**src/rtl/sram_dma_pkg.sv**
```systemverilog
// Shared types for the SRAM DMA copy engine.
package sram_dma_pkg;

    typedef enum logic [2:0] {
        DMA_STATE_IDLE    = 3'd0,
        DMA_STATE_RD_REQ  = 3'd1,
        DMA_STATE_RD_WAIT = 3'd2,
        DMA_STATE_WR_REQ  = 3'd3,
        DMA_STATE_DONE    = 3'd4
    } dma_state_e;

endpackage

```
**src/rtl/sram_port_mux.sv**
```systemverilog
// CPU-priority multiplexer onto the single SRAM port; DMA only gets idle CPU cycles.
module sram_port_mux
    import sram_dma_pkg::*;
#(
    parameter int unsigned ADDR_W = 16,
    parameter int unsigned DATA_W = 32
) (
    input  logic [ADDR_W-1:0] cpu_addr_i,
    input  logic [DATA_W-1:0] cpu_di_i,
    input  logic              cpu_en_i,
    input  logic              cpu_we_i,
    input  logic              dma_req_i,
    input  logic              dma_we_i,
    input  logic [ADDR_W-1:0] dma_addr_i,
    input  logic [DATA_W-1:0] dma_di_i,
    output logic [ADDR_W-1:0] sram_addr_o,
    output logic [DATA_W-1:0] sram_di_o,
    output logic              sram_en_o,
    output logic              sram_we_o,
    output logic              dma_grant_o
);

    always_comb begin
        sram_addr_o = dma_addr_i;
        sram_di_o   = dma_di_i;
        sram_en_o   = dma_req_i;
        sram_we_o   = dma_req_i & dma_we_i;
        dma_grant_o = dma_req_i & ~cpu_en_i;
        if (cpu_en_i) begin
            sram_addr_o = cpu_addr_i;
            sram_di_o   = cpu_di_i;
            sram_en_o   = 1'b1;
            sram_we_o   = cpu_we_i;
        end
    end

endmodule

```
**src/rtl/sram_dma.sv**
```systemverilog
// Single-channel word-copy DMA sharing the SRAM port with the CPU controller.
module sram_dma
    import sram_dma_pkg::*;
#(
    parameter int unsigned ADDR_W = 16,
    parameter int unsigned DATA_W = 32,
    parameter int unsigned LEN_W  = 16
) (
    input  logic              clk,
    input  logic              reset,
    input  logic [ADDR_W-1:0] cpu_sram_addr,
    input  logic [DATA_W-1:0] cpu_sram_di,
    input  logic              cpu_sram_en,
    input  logic              cpu_sram_we,
    output logic [DATA_W-1:0] cpu_sram_do,
    output logic [ADDR_W-1:0] sram_addr,
    output logic [DATA_W-1:0] sram_di,
    output logic              sram_en,
    output logic              sram_we,
    input  logic [DATA_W-1:0] sram_do,
    input  logic              dma_start,
    input  logic [ADDR_W-1:0] dma_src,
    input  logic [ADDR_W-1:0] dma_dst,
    input  logic [LEN_W-1:0]  dma_len,
    output logic              dma_busy,
    output logic              dma_done,
    output logic [LEN_W-1:0]  dma_remaining
);

    dma_state_e        state_q;
    logic [ADDR_W-1:0] src_q;
    logic [ADDR_W-1:0] dst_q;
    logic [LEN_W-1:0]  rem_q;
    logic [DATA_W-1:0] buf_q;
    logic              busy_q;
    logic              done_q;

    logic              dma_req;
    logic              dma_we;
    logic              dma_grant;

    // Reset masks the request combinationally so an abort never lands one more access.
    assign dma_req = ~reset & ((state_q == DMA_STATE_RD_REQ) | (state_q == DMA_STATE_WR_REQ));
    assign dma_we  = (state_q == DMA_STATE_WR_REQ);

    sram_port_mux #(
        .ADDR_W (ADDR_W),
        .DATA_W (DATA_W)
    ) u_mux (
        .cpu_addr_i  (cpu_sram_addr),
        .cpu_di_i    (cpu_sram_di),
        .cpu_en_i    (cpu_sram_en),
        .cpu_we_i    (cpu_sram_we),
        .dma_req_i   (dma_req),
        .dma_we_i    (dma_we),
        .dma_addr_i  (dma_we ? dst_q : src_q),
        .dma_di_i    (buf_q),
        .sram_addr_o (sram_addr),
        .sram_di_o   (sram_di),
        .sram_en_o   (sram_en),
        .sram_we_o   (sram_we),
        .dma_grant_o (dma_grant)
    );

    always_ff @(posedge clk) begin
        if (reset) begin
            state_q <= DMA_STATE_IDLE;
            src_q   <= '0;
            dst_q   <= '0;
            rem_q   <= '0;
            buf_q   <= '0;
            busy_q  <= 1'b0;
            done_q  <= 1'b0;
        end else begin
            done_q <= 1'b0;
            case (state_q)
                DMA_STATE_IDLE: begin
                    if (dma_start) begin
                        src_q <= dma_src;
                        dst_q <= dma_dst;
                        rem_q <= dma_len;
                        if (dma_len != '0) begin
                            busy_q  <= 1'b1;
                            state_q <= DMA_STATE_RD_REQ;
                        end else begin
                            done_q  <= 1'b1;
                            state_q <= DMA_STATE_DONE;
                        end
                    end
                end
                DMA_STATE_RD_REQ: begin
                    if (dma_grant) state_q <= DMA_STATE_RD_WAIT;
                end
                DMA_STATE_RD_WAIT: begin
                    buf_q   <= sram_do;
                    state_q <= DMA_STATE_WR_REQ;
                end
                DMA_STATE_WR_REQ: begin
                    if (dma_grant) begin
                        src_q <= src_q + ADDR_W'(1);
                        dst_q <= dst_q + ADDR_W'(1);
                        rem_q <= rem_q - LEN_W'(1);
                        if (rem_q == LEN_W'(1)) begin
                            busy_q  <= 1'b0;
                            done_q  <= 1'b1;
                            state_q <= DMA_STATE_DONE;
                        end else begin
                            state_q <= DMA_STATE_RD_REQ;
                        end
                    end
                end
                DMA_STATE_DONE: state_q <= DMA_STATE_IDLE;
                default:        state_q <= DMA_STATE_IDLE;
            endcase
        end
    end

    assign cpu_sram_do   = sram_do;
    assign dma_busy      = busy_q;
    assign dma_done      = done_q;
    assign dma_remaining = rem_q;

endmodule

```
**config.mk**
```make
export PLATFORM = sky130hd
export DESIGN_NAME = sram_dma
export DESIGN_NICKNAME = d
export VERILOG_FILES = /design/src/rtl/sram_dma_pkg.sv /design/src/rtl/sram_port_mux.sv /design/src/rtl/sram_dma.sv
export SDC_FILE = /design/constraint.sdc
export NUM_CORES = 1
export LEC_CHECK = 0
export CAP_MARGIN = 0
export CELL_PAD_IN_SITES_DETAIL_PLACEMENT = 0
export CELL_PAD_IN_SITES_GLOBAL_PLACEMENT = 1
export CORE_ASPECT_RATIO = 1.1
export CORE_MARGIN = 2
export CORE_UTILIZATION = 32
export DETAILED_ROUTE_END_ITERATION = 8
export PLACE_DENSITY_LB_ADDON = 0.1
export SYNTH_ARGS = -nofsm -noshare
export SYNTH_HDL_FRONTEND = slang
export SYNTH_SLANG_ARGS = --single-unit
```
**constraint.sdc**
```tcl
create_clock -name clk -period 5.26 [get_ports clk]
set_clock_uncertainty 0.15 [all_clocks]
set_input_delay 0.789 -clock clk [delete_from_list [all_inputs] [get_ports clk]]
set_output_delay 0.789 -clock clk [all_outputs]
set_load 0.005 [all_outputs]
```
==> results.cfg <==
[run_status]
status = completed

[worst_setup_path]
critPathLaunchType = primary input
crit_type = primary input to output pin
crit_chain = buf_2, buf_4, mux2_2, clkdlybuf4s50_1
path_buf_inv = 3
critPathMaxFanout = 39
crit_family = buffers and inverters
worst_ep_arrival_time_ps = 2620
cp_data_required_time_ps = 4320
cpMaxStageDelayCell = buf_2
critPathMaxStageDelay_ps = 490
critPathCaptureType = output pin

[clocking]
htree_levels = 3
cts_setup_buffers = 0
ctsResizeCount = 0
clock_tree.root_cell = clkbuf_16
hold_buffers = 0
cts_tree = built
cts.sinks = 85
clkTransAtPathRegs_ps = 60
clk_latency_ps = 340
clockBufferDepth = 2
numCtsBuffers = 9

[yosys]
syn_inst = 721
ys_seq_elements = 85
synth_top_area_share = 0.314
synth_enable_flop_cells = 0
synth_commonest_cells = nand2_1, dfxtp_1, a21oi_1, o21ai_0, clkbuf_1
yosys_warnings = 0
synth.avg_cell_area_um2 = 7.53
yosysTopAreaCell = dfxtp_1
yosysMostFrequentCell = nand2_1
synthDistinctLibCells = 64
syn_area_um2 = 5430
synth-main-ff-cell = dfxtp_1
synth_fp_nets = 858
synth_async_sr_flop_share = 0
seq_area_frac_synth = 0.314
yosys-top-cells-area = dfxtp_1, nand2_1, a21oi_1, mux2_2, buf_4

[timing]
setup_viol = 0
timing.final.crit_share = 0.677
setup_slack_ps = 1700
clock.fmax_mhz = 281
slew_violations = 0
period_needed_ps = 3560
hold_violations = 0
fin_setup_tns_ps = 0
rsz0062_at_grt = no
tightest_slew_ps = 1060
relSlewSlack = 0.289

[route]
avgRoutedWirePerCell_um = 17.4
vias = 5892
via_per_inst = 5.38
drt-pass1-iter-count = 5
ant_nets = 0
wirelength_um = 19100
drc_errors = 0
drt_iter0_drc = 369

[global_route]
grt_start_max_net_pins = 51
grt_pass1_vias = 5886
track_usage = 0.209
overflow = 0
antenna_found_initial = 2
grt_pass1_wl_um = 30200

[placement]
portBuffers = 232
dp_slack_ps = 1660
gp_congestion = 0.827
hpwl_um = 13900
dp_cells = 1078
dpl_cell_area_um2 = 7600

[final_layout]
final_layout_size_suffix_gt1_frac = 0.0798
finalNonFillerCells = 1096
area_growth_pct = 45.8
design_area_um2 = 7910
fill_cells = 1595
fin_util = 0.480
nets = 1022

[min_path]
hold_class = flop to flop

[die]
die_y_um = 141
die_x_um = 128
io_pins = 233
initial_core_util = 0.329
die_area_um2 = 18000
fp.coreArea_um2 = 16500
num_rows = 49

[pwr]
ir_drop_mv = 0.150
powerDensity_nw_per_um2 = 245
p_leak_nw = 2.82

[flow_run]
drv_cap = 0
-- worst paths after layout --
kind                             startpoint           endpoint  slack [ps]  cells after the start
worst max register to register   state_q[0]  dma_remaining[12]        2600                      5
worst min register to register     buf_q[5]           buf_q[5]         310                      2
worst max-delay path            cpu_sram_en         sram_di[4]        1700                      4
worst min-delay path               buf_q[5]           buf_q[5]         310                      2
-- registers in the layout (all words and copies together) (netlist names) --
| name | count |
|---|---|
| dma_remaining | 16 |
| dma_busy | 1 |
| buf_q | 32 |
| state_q | 3 |
| dst_q | 16 |
| dma_done | 1 |
| src_q | 16 |
-- layout make-up --
type / count / area (um2) / area share
timing repair buffer: 243 / 2390 / 0.303
sequential: 85 / 1700 / 0.215
clock inverter: 3 / 43.8 / 0.00554
inverter: 17 / 63.8 / 0.00807
multi-input combinational: 529 / 3190 / 0.403
clock buffer: 13 / 260 / 0.0329
tap: 204 / 255 / 0.0323
antenna: 2 / 5.00 / 0.000633
-- report_power, final --
group / switching [mW] / total, mW / internal, mW
registers: 0.0649 / 0.758 / 0.693
logic: 0.230 / 0.520 / 0.290
clock network: 0.268 / 0.663 / 0.395
-- kinds of logic (layout without fill, tap and decap cells) --
family | after synthesis | in the layout | share of synthesized area
AOI/OAI and AO/OA | 207 | 207 | 0.240
xor gates and xnor gates | 1 | 1 | 0.00161
adders and majority gates | 4 | 4 | 0.00922
buffers and inverters | 107 | 276 | 0.101
DFF | 85 | 85 | 0.314
muxes | 43 | 43 | 0.0872
other | 0 | 2 | 0
and+or+nand+nor | 274 | 274 | 0.247
-- metrics by stage --
stage               total power, mW  hold WS, ps
global placement               1.29          293
global route                   2.05          324
CTS                            1.96          307
finish                         1.94          307
detailed placement             1.29          298
floorplan                      1.02          284
-- cells in the final DEF, fill, tap and decap left out, types with 3 or more instances in the layout --
cell	count
or4_1	7
nand3_1	13
and2_1	14
clkdlybuf4s50_1	230
inv_1	16
a21o_1	8
o2bb2ai_1	3
o21a_1	3
a22oi_1	3
mux2_2	34
clkbuf_16	9
nor4_1	20
nand2b_1	6
buf_4	11
and3_1	5
o211ai_1	3
nor3b_1	8
a2111oi_1	3
mux2i_1	9
o32ai_1	6
ha_1	4
a31o_2	3
a311oi_1	8
a31oi_1	5
o31ai_1	3
nor3_1	20
nor2_1	33
nand2_1	117
dfxtp_1	85
a211oi_1	8
o31a_1	4
or3_1	3
a21oi_1	79
o21ai_0	46
nand4_1	15
-- worst reg2reg max path: stages (launching register included) --
cell,delay [ps]
dfxtp_1,420
or3b_1,520
a21oi_4,610
buf_4,420
nor2_1,70
a2111oi_1,350
-- metal layers --
metal | GRT usage | wire length [um] | vias to the layer above
met2 | 0.361 | 9330 | 209
met5 | 0 | 0 | -
met4 | 0.0758 | 422 | 0
met3 | 0.0398 | 1170 | 26
li1 | - | - | 2917
met1 | 0.257 | 8140 | 2740
(Power assumes the default switching activity.)
